## src/rtl/mul_shift_pkg.sv

```systemverilog
// Shared constants for the multi-cycle MUL / shift sequencer: opcodes,
// FSM state encoding, datapath width and the shift iteration-count rule.
package mul_shift_pkg;

  localparam int WIDTH = 8;
  localparam int CNT_W = 4;

  localparam logic [2:0] OP_SLL = 3'b001;
  localparam logic [2:0] OP_SRL = 3'b010;
  localparam logic [2:0] OP_SRA = 3'b011;
  localparam logic [2:0] OP_ROR = 3'b100;
  localparam logic [2:0] OP_MUL = 3'b101;

  localparam logic [1:0] ST_IDLE = 2'd0;
  localparam logic [1:0] ST_RUN  = 2'd1;
  localparam logic [1:0] ST_FIN  = 2'd2;

  // Iteration count for shift/rotate opcodes; MUL is handled by the caller
  // because its count is a module parameter. Invalid opcodes need no steps.
  function automatic logic [CNT_W-1:0] shift_steps(input logic [2:0] op,
                                                   input logic [3:0] amt);
    logic [CNT_W-1:0] n;
    n = 4'd0;
    case (op)
      OP_SLL, OP_SRL, OP_SRA: n = amt[3] ? 4'd8 : amt;
      OP_ROR:                 n = {1'b0, amt[2:0]};
      default:                n = 4'd0;
    endcase
    return n;
  endfunction

endpackage

```

## src/rtl/mul_shift_step.sv

```systemverilog
// One iteration of the serial datapath: a shift-and-add multiply step or a
// single-bit shift/rotate. Purely combinational; the sequencer owns all state.
module mul_shift_step
  import mul_shift_pkg::*;
#(
  parameter int WIDTH = 8
) (
  input  logic [2:0]       op_i,
  input  logic [WIDTH-1:0] v_i,
  input  logic [WIDTH-1:0] acc_i,
  input  logic [WIDTH-1:0] mcand_i,
  input  logic [WIDTH-1:0] mplier_i,
  input  logic             sign_i,
  output logic [WIDTH-1:0] v_nxt_o,
  output logic [WIDTH-1:0] acc_nxt_o,
  output logic [WIDTH-1:0] mcand_nxt_o,
  output logic [WIDTH-1:0] mplier_nxt_o
);

  // Next-value computation for a single step of the selected operation.
  always_comb begin
    v_nxt_o      = v_i;
    acc_nxt_o    = acc_i;
    mcand_nxt_o  = mcand_i;
    mplier_nxt_o = mplier_i;
    case (op_i)
      OP_MUL: begin
        if (mplier_i[0]) begin
          acc_nxt_o = acc_i + mcand_i;
        end else begin
          acc_nxt_o = acc_i;
        end
        mcand_nxt_o  = {mcand_i[WIDTH-2:0], 1'b0};
        mplier_nxt_o = {1'b0, mplier_i[WIDTH-1:1]};
      end
      OP_SLL:  v_nxt_o = {v_i[WIDTH-2:0], 1'b0};
      OP_SRL:  v_nxt_o = {1'b0, v_i[WIDTH-1:1]};
      OP_SRA:  v_nxt_o = {sign_i, v_i[WIDTH-1:1]};
      OP_ROR:  v_nxt_o = {v_i[0], v_i[WIDTH-1:1]};
      default: v_nxt_o = v_i;
    endcase
  end

endmodule

```

## src/rtl/mul_shift_seq.sv

```systemverilog
// Multi-cycle MUL / shift / rotate sequencer. Accepts one operation via
// START when idle or finishing, iterates one bit per cycle in RUN and
// presents RESULT with a one-cycle DONE pulse in FIN. STALL freezes the
// pipeline from the accept cycle until the last RUN cycle.
module mul_shift_seq
  import mul_shift_pkg::*;
#(
  parameter int WIDTH     = 8,
  parameter int MUL_STEPS = 8
) (
  input  logic             CLK,
  input  logic             RESET,
  input  logic             START,
  input  logic [2:0]       OPCODE,
  input  logic [WIDTH-1:0] DATA1,
  input  logic [WIDTH-1:0] DATA2,
  output logic             BUSY,
  output logic             DONE,
  output logic [WIDTH-1:0] RESULT,
  output logic             STALL
);

  logic [1:0]       state_q,  state_d;
  logic [CNT_W-1:0] cnt_q,    cnt_d;
  logic [2:0]       op_q,     op_d;
  logic [WIDTH-1:0] v_q,      v_d;
  logic [WIDTH-1:0] acc_q,    acc_d;
  logic [WIDTH-1:0] mcand_q,  mcand_d;
  logic [WIDTH-1:0] mplier_q, mplier_d;
  logic             sign_q,   sign_d;
  logic [WIDTH-1:0] result_q, result_d;

  logic             accepting_s;
  logic             accept_s;
  logic [CNT_W-1:0] steps_s;
  logic [WIDTH-1:0] v_nxt_s;
  logic [WIDTH-1:0] acc_nxt_s;
  logic [WIDTH-1:0] mcand_nxt_s;
  logic [WIDTH-1:0] mplier_nxt_s;

  mul_shift_step #(.WIDTH(WIDTH)) u_step (
    .op_i         (op_q),
    .v_i          (v_q),
    .acc_i        (acc_q),
    .mcand_i      (mcand_q),
    .mplier_i     (mplier_q),
    .sign_i       (sign_q),
    .v_nxt_o      (v_nxt_s),
    .acc_nxt_o    (acc_nxt_s),
    .mcand_nxt_o  (mcand_nxt_s),
    .mplier_nxt_o (mplier_nxt_s)
  );

  assign accepting_s = (state_q == ST_IDLE) || (state_q == ST_FIN);
  assign accept_s    = START && accepting_s;
  assign steps_s     = (OPCODE == OP_MUL) ? MUL_STEPS[CNT_W-1:0]
                                          : shift_steps(OPCODE, DATA2[3:0]);

  // Next-state logic: accept/launch, per-cycle iteration, result capture on FIN entry.
  always_comb begin
    state_d  = state_q;
    cnt_d    = cnt_q;
    op_d     = op_q;
    v_d      = v_q;
    acc_d    = acc_q;
    mcand_d  = mcand_q;
    mplier_d = mplier_q;
    sign_d   = sign_q;
    result_d = result_q;
    case (state_q)
      ST_RUN: begin
        v_d      = v_nxt_s;
        acc_d    = acc_nxt_s;
        mcand_d  = mcand_nxt_s;
        mplier_d = mplier_nxt_s;
        cnt_d    = cnt_q - 4'd1;
        if (cnt_q == 4'd1) begin
          state_d  = ST_FIN;
          result_d = (op_q == OP_MUL) ? acc_nxt_s : v_nxt_s;
        end else begin
          state_d = ST_RUN;
        end
      end
      ST_IDLE, ST_FIN: begin
        if (accept_s) begin
          op_d     = OPCODE;
          v_d      = DATA1;
          acc_d    = {WIDTH{1'b0}};
          mcand_d  = DATA1;
          mplier_d = DATA2;
          sign_d   = DATA1[WIDTH-1];
          cnt_d    = steps_s;
          if (steps_s != 4'd0) begin
            state_d = ST_RUN;
          end else begin
            // Zero-step operations (shift by 0, ROR by 8, invalid) return DATA1.
            state_d  = ST_FIN;
            result_d = DATA1;
          end
        end else begin
          state_d = ST_IDLE;
        end
      end
      default: state_d = ST_IDLE;
    endcase
  end

  // State and datapath registers with synchronous reset that discards any in-flight op.
  always_ff @(posedge CLK) begin
    if (RESET) begin
      state_q  <= ST_IDLE;
      cnt_q    <= 4'd0;
      op_q     <= 3'b000;
      v_q      <= {WIDTH{1'b0}};
      acc_q    <= {WIDTH{1'b0}};
      mcand_q  <= {WIDTH{1'b0}};
      mplier_q <= {WIDTH{1'b0}};
      sign_q   <= 1'b0;
      result_q <= {WIDTH{1'b0}};
    end else begin
      state_q  <= state_d;
      cnt_q    <= cnt_d;
      op_q     <= op_d;
      v_q      <= v_d;
      acc_q    <= acc_d;
      mcand_q  <= mcand_d;
      mplier_q <= mplier_d;
      sign_q   <= sign_d;
      result_q <= result_d;
    end
  end

  assign BUSY   = (state_q == ST_RUN);
  assign DONE   = (state_q == ST_FIN);
  assign RESULT = result_q;
  assign STALL  = (accept_s && (steps_s != 4'd0)) || BUSY;

endmodule
```

## config.mk

```make
export PLATFORM = sky130hd
export DESIGN_NAME = mul_shift_seq
export DESIGN_NICKNAME = d
export VERILOG_FILES = /design/src/rtl/mul_shift_pkg.sv /design/src/rtl/mul_shift_step.sv /design/src/rtl/mul_shift_seq.sv
export SDC_FILE = /design/constraint.sdc
export NUM_CORES = 1
export LEC_CHECK = 0
export CAP_MARGIN = 20
export CORE_UTILIZATION = 51
export DETAILED_ROUTE_END_ITERATION = 8
export GPL_TIMING_DRIVEN = 0
export PLACE_DENSITY_LB_ADDON = 0.15
export SLEW_MARGIN = 20
export SYNTH_ARGS = -nofsm -noshare
export SYNTH_HDL_FRONTEND = slang
export SYNTH_SLANG_ARGS = --single-unit
```

## constraint.sdc

```tcl
create_clock -name CLK -period 1.8 [get_ports CLK]
set_input_delay 0.45 -clock CLK [delete_from_list [all_inputs] [get_ports CLK]]
set_output_delay 0.45 -clock CLK [all_outputs]
set_load 0.02 [all_outputs]
```

# Word level (Yosys, flattened, before mapping)
# Cells that the tools add are included.
dict set report totals {
  register_bits 50
  output_inout_bits 11
  word_cells 67
}
dict set report op_classes {
  n_reduce_logical 13
  n_eq_ne 17
  mux 26
  add_sub_neg 2
}
# operator n
set ops {}
lappend ops {{8-bit two-way mux} 11}
lappend ops {{8-bit case mux with 2 select lines} 5}
lappend ops {{8-bit case mux with 4 select lines} 1}
lappend ops {{4-bit case mux with 2 select lines} 2}
lappend ops {{3-bit by 2-bit equality test with 1-bit output (second input constant)} 4}
lappend ops {{3-bit equality test (second input constant)} 4}
lappend ops {{4-bit two-way mux} 3}
lappend ops {{8-bit adder} 1}
lappend ops {{3-bit by 1-bit equality test with 1-bit output (second input constant)} 2}
lappend ops {{2-bit two-way mux} 3}
lappend ops {{4-bit by 1-bit equality test with 1-bit output (second input constant)} 1}
lappend ops {{2-bit by 1-bit inequality test with 1-bit output (second input constant)} 2}
lappend ops {{2-bit inequality test (second input constant)} 2}
lappend ops {{2-bit case mux with 2 select lines} 1}
lappend ops {{2-bit AND reduction} 2}
lappend ops {{4-bit AND reduction} 1}
lappend ops {{4-bit nonzero test} 1}
lappend ops {{4-bit by 1-bit subtractor with 4-bit output (second input constant)} 1}
lappend ops {{3-bit AND reduction} 1}
lappend ops {{3-bit OR reduction} 1}
lappend ops {{2-bit by 1-bit equality test with 1-bit output (second input constant)} 1}
lappend ops {{2-bit equality test (second input constant)} 1}
lappend ops {{1-bit logical AND} 2}
lappend ops {{2-bit logical NOT} 1}
lappend ops {{3 further kinds} 4}

# Logic depth before layout (Yosys ltp)
# Gate-level depths: netlist of run 1.
dict set report depth {
  depth_word 8
  depth_mapped 8
  depth_no_buf 8
}

# Cells and area by module
# A second synthesis of run 1 with hierarchy kept.
dict set report unflattened {
  cells_unflattened 391
  hier_area_um2 3385.7
}
# module cells_per_inst seq_area_each_um2 area_each_um2 instances
set modules_own_cells {}
lappend modules_own_cells {mul_shift_seq 270 1001.0 2416.1 1}
lappend modules_own_cells {mul_shift_step 121 0.0 969.7 1}

# Worst setup path after synthesis of run 1
# OpenSTA, ideal clock, no wires.
dict set report synth_path {
  path_type {flip-flop to flip-flop}
  start {register acc_q[0]}
  end {register result_q[4], in the netlist RESULT[4]}
  slack_ps -154
  synth_period_minus_slack_ps 1954
  required_ps 1647
  setup_time_ps 153
  n_path_buf 0
  arrival_time_ps 1801
  path_stages_with_launch 9
  path_cell_list {dfxtp_1 > ha_1 > fa_1 > a21o_1 > a21oi_1 > xnor2_1 > mux2_2 > o21ai_0 > a311oi_1}
}
dict set report synth_between {
  elab_chain_len 6
}
# element line_no
set synth_rtl {}
lappend synth_rtl {{from (decl)} mul_shift_seq.sv:27} ;# logic [WIDTH-1:0] acc_q, acc_d;
lappend synth_rtl {{from (signal assigned)} mul_shift_seq.sv:115} ;# acc_q <= {WIDTH{1'b0}};
lappend synth_rtl {{8-bit adder} mul_shift_step.sv:29} ;# acc_nxt_o = acc_i + mcand_i;
lappend synth_rtl {{8-bit two-way mux} mul_shift_step.sv:28} ;# if (mplier_i[0]) begin
lappend synth_rtl {{8-bit two-way mux} mul_shift_step.sv:26} ;# case (op_i)
lappend synth_rtl {{8-bit two-way mux} mul_shift_seq.sv:79} ;# result_d = (op_q == OP_MUL) ? acc_nxt_s : v_nxt_s;
lappend synth_rtl {{8-bit two-way mux} mul_shift_seq.sv:77} ;# if (cnt_q == 4'd1) begin
lappend synth_rtl {{8-bit case mux with 2 select lines} mul_shift_seq.sv:70} ;# case (state_q)
lappend synth_rtl {{to (signal assigned)} mul_shift_seq.sv:119} ;# result_q <= {WIDTH{1'b0}};
lappend synth_rtl {{to (signal assigned)} mul_shift_seq.sv:129} ;# result_q <= result_d;
lappend synth_rtl {{to (decl)} mul_shift_seq.sv:31} ;# logic [WIDTH-1:0] result_q, result_d;
# No other way between the ends. The select of a mux whose other input is x is not followed.
# A chain may end at the register's enable or synchronous reset.

# Worst setup path in the final report of run 1
dict set report layout_path {
  start {input port OPCODE[1]}
  end {output port STALL}
}
dict set report layout_between {
  elab_chain_len 7
  word_cells_on_any_way 11
}
# element line_no
set layout_rtl {}
lappend layout_rtl {{from (decl)} mul_shift_seq.sv:14} ;# input logic [2:0] OPCODE,
lappend layout_rtl {{3-bit by 1-bit equality test with 1-bit output / 3-bit by 2-bit equality test with 1-bit output (equally long branches)} mul_shift_pkg.sv:24} ;# case (op)
lappend layout_rtl {{3-bit OR reduction} mul_shift_pkg.sv:24}
lappend layout_rtl {{4-bit case mux with 2 select lines} mul_shift_pkg.sv:24}
lappend layout_rtl {{4-bit two-way mux (*)} mul_shift_seq.sv:56} ;# assign steps_s = (OPCODE == OP_MUL) ? MUL_STEPS[CNT_W-1:0]
lappend layout_rtl {{4-bit nonzero test (*)} mul_shift_seq.sv:136} ;# assign STALL = (accept_s && (steps_s != 4'd0)) || BUSY;
lappend layout_rtl {{1-bit logical AND (*)} mul_shift_seq.sv:136}
lappend layout_rtl {{1-bit logical OR (*)} mul_shift_seq.sv:136}
lappend layout_rtl {{to (decl)} mul_shift_seq.sv:20} ;# output logic STALL
# Every way passes the cells marked *; elsewhere a longest branch is shown, timed or not.

==> results of run 1 <==
[per-stage QoR]
step           TNS [ns]  power [mW]
2_1_floorplan    -0.533        1.83
3_3_place_gp     -22.57        2.08
3_5_place_dp     -23.44        2.10
4_1_cts           -1.96        2.97
5_1_grt           -2.16        3.21
6_report          -1.38        3.08
[repair_timing]
item / in CTS / in global routing
pin swaps: 29 / 16
endpoints found under the setup margin: 48 / 50
buffers inserted: 14 / 4
resized for setup: 93 / 54
[critical path, cell delays in order]
cell	delay, ns
buf_8	0.10
nor2_4	0.10
mux2_4	0.31
a211o_4	0.35
nand2_4	0.07
nand2_2	0.05
buf_6	0.12
[worst max-delay path by stage]
stage | start | endpoint | slack [ns] | depth (start not counted)
3_5_place_dp | OPCODE[0] | STALL | -1.22 | 7
2_1_floorplan | OPCODE[0] | RESULT[2] | -0.12 | 6
6_report | OPCODE[1] | STALL | -0.22 | 7
3_3_place_gp | OPCODE[1] | STALL | -1.21 | 7
4_1_cts | OPCODE[1] | STALL | -0.21 | 7
5_1_grt | acc_q[2] | RESULT[7] | -0.30 | 7
[sequential cells by signal (all words and copies together) (netlist names)]
register and count:
cnt_q 4, mcand_q 8, op_q 3, sign_q 1, acc_q 8, RESULT 8
v_q 8, mplier_q 8, state_q 2
[kinds of logic (layout without fill, tap and decap cells)]
family | Yosys count | count (layout) | share of synthesized area, %
muxes | 16 | 16 | 5.78
DFF | 50 | 50 | 34.2
xor gates and xnor gates | 5 | 5 | 1.50
buffers and inverters | 33 | 89 | 4.54
AOI/OAI and AO/OA | 109 | 109 | 25.1
and+or+nand+nor | 150 | 150 | 24.3
adders and majority gates | 10 | 10 | 4.54
[where the power goes]
group          total [mW]  internal (mW)  leakage, nW  switching, mW
Sequential           1.30           1.21        0.416         0.0973
Clock               0.812          0.415       0.0514          0.397
Combinational       0.965          0.432         1.01          0.533
Total                3.08           2.05         1.48           1.03
[final cells by class]
type,instances,area [sq um],area share [%]
clock buffer,6,72.6,1.83
clock inverter,2,37.5,0.948
multi-input combinational,290,2100,53.1
timing repair buffer,49,450,11.4
inverter,8,32.5,0.821
tap,72,90.1,2.27
buffer,24,155,3.92
sequential,50,1020,25.7
[cells in the final DEF, fill, tap and decap left out, types with 4 or more instances in the layout]
| master | n |
|---|---|
| clkbuf_8 | 5 |
| dfxtp_1 | 40 |
| buf_2 | 4 |
| clkdlybuf4s50_1 | 21 |
| nor2_1 | 49 |
| mux2i_1 | 12 |
| inv_1 | 7 |
| a21oi_2 | 6 |
| nand3_1 | 9 |
| buf_6 | 9 |
| nor3_1 | 10 |
| nand2_1 | 33 |
| clkbuf_2 | 5 |
| mux2_4 | 4 |
| a31oi_1 | 4 |
| clkbuf_4 | 4 |
| o211ai_1 | 5 |
| o21ai_0 | 5 |
| ha_4 | 6 |
| buf_4 | 18 |
| nor2b_1 | 9 |
| dfxtp_2 | 8 |
| a211oi_1 | 21 |
| nand2_2 | 4 |
| clkbuf_1 | 8 |
| a21oi_1 | 29 |
| or3_1 | 4 |
[metal layers]
metal | track usage (%) | vias up | part of all wire, %
met2 | 49.8 | 193 | 46
met3 | 4.12 | 42 | 7.6
met1 | 40.9 | 1451 | 42
li1 | - | 1457 | -
met4 | 12.6 | 0 | 3.7
met5 | 0 | - | 0
==> Flow_metrics.wiki, run 1 <==
{| class="wikitable"
! Metric !! Value
|-
| Number of flops mapped to enable cells by yosys || 0
|-
| Count of antenna diodes in the layout || 0
|-
| Cell area after synthesis || 0.00292 sq mm
|-
| Timing-limited maximum frequency || 0.495 GHz
|-
| Kind of end point of the critical path || primary output
|-
| Ranking of synthesized cells by instance count || nor2_1, dfxtp_1, nand2_1, a21oi_1, a211oi_1
|-
| Net count of the mapped netlist || 405
|-
| Number of instances on the worst hold path || 3
|-
| Max-Slew Margin vs Limit || 54.1%
|-
| Setup slack, reg-to-reg || -0.20 ns
|-
| Die Y || 77.7 um
|-
| CTS sink count || 50
|-
| Number of global-route vias before repair || 2848
|-
| DRC Markers || 0
|-
| Worst EP required || 1.35 ns
|-
| Most repeated cell in the gate-level netlist after synthesis || nor2_1
|-
| Vias after detailed routing || 3143
|-
| Via density || ~6.3
|-
| Initial DRT Pass Iterations || 5
|-
| Largest fanout on the critical path || 2
|-
| Number of core rows || 27
|-
| Area share of the largest cell type after synthesis || 34.2%
|-
| Mean instance size in the synthesized netlist || approximately 7.8 sq um
|-
| Post-synthesis cell type count || 53
|-
| Placeable core area || 0.00551 sq mm
|-
| Final routed wirelength across all metal layers || 9250 um
|-
| Main synth FF type || dfxtp_1
|-
| Max-slew violation count || 0
|-
| Overflow after GRT || 0
|-
| Clock buffer depth || 2
|-
| Main area contributors after synthesis || dfxtp_1, nor2_1, a211oi_1
|-
| Least-Margin Pin Slew || 0.688 ns
|-
| Post-route minimum period || 2.02 ns
|-
| Worst-Skew Late Latency || 0.31 ns
|-
| Warnings from Yosys || 0
|-
| Number of clock buffers inserted by TritonCTS || 5
|-
| ANT nets after route || 0
|-
| Layout overhead on the synthesized area || 35.5%
|-
| Number of filler cells placed in the layout || 439
|-
| X dimension of the die || 77.7 um
|-
| Area of placed instances || 0.00337 sq mm
|-
| Number of antenna violations at the first check in global routing || 0
|-
| Min-delay src || OPCODE[0]
|-
| Power density over cell area || 777 mW/mm^2
|-
| Post-layout util || 71.9%
|-
| Clock tree from TritonCTS || built
|-
| Violations in the final reports || negative setup slack
|-
| Number of placed I/O pins || 33
|-
| Area enclosed by the die boundary || between 0.006 and 0.007 sq mm
|-
| Seq cells post-synth || 50
|-
| Cell count after placement || 476
|-
| Setup crit start kind || input pin
|-
| Clk slew on worst S/H paths || approximately 0.090 ns
|-
| DPL Wire Length || about 6100 um
|-
| Count of port buffers added during placement || 31
|-
| Starting density of the core || 53.1%
|-
| Ratio of cells with drive above 1 in the final layout || between 20% and 30%
|-
| Maximum number of pins on one net before global-route repair || 16
|-
| Tot GR Track Use || 30.7%
|-
| Setup violators final || 11
|-
| Worst reg2reg endpoint || RESULT[2]
|-
| Biggest area consumer among synthesized cells || dfxtp_1
|-
| Worst setup skew after layout || 0.00863 ns
|-
| Htree depth || 2
|-
| Final worst path period share || 112%
|-
| Hold_ws || 0.389 ns
|-
| Arrival @ worst endpoint || ~1.6 ns
|-
| Number of buffers inserted for hold repair after clock tree synthesis || 0
|-
| FF-to-FF path depth || 8
|-
| First-pass GRT wire length || 14400 um
|-
| WHS Endpoint || op_q[0]
|-
| Starting DRC count in detailed routing || 435
|-
| Filler-free cell count of the finished design || approximately 500
|-
| Cell area after layout || 0.00396 sq mm
|-
| Category of the most critical setup path || input pin to primary output
|-
| Post-route setup slack || -0.221 ns
|-
| Launch point of the worst reg-to-reg path || mcand_q[1]
|-
| Final Hold Fails || 0
|-
| RSZ-0062 raised after global routing || yes
|-
| Cells after Synth || ~370
|-
| Clock Tree Root || clkbuf_8
|-
| Outcome || complete, but fails checks
|-
| Routability cong. || 0.877
|-
| Sequential area share after synthesis || around 34%
|-
| Net count of the finished layout || 460
|-
| IR drop worst, VDD || ~0.44 mV
|-
| Average routed wire per standard cell || 18.5 um
|-
| Setup WS pre-CTS || -1.22 ns
|-
| Leak pwr || 1.48 nW
|-
| Fraction of registers with async set/reset || 0%
|-
| Max-capacitance violation count || 0
|-
| Path category of the worst min-delay check || input pin to flip-flop
|}
No activity file was read; power rests on OpenSTA's default activity.
==> inputs of run 2 (changes only) <==
GPL_ROUTABILITY_DRIVEN = 0   (was default)
==> results of run 2 <==
Final layout, timing and power as in run 1 (identical DEF).
==> inputs of run 3 (changes only) <==
CTS_CLUSTER_DIAMETER = 50   (was default)
==> results of run 3 <==
Final layout, timing and power as in run 1 (identical DEF).
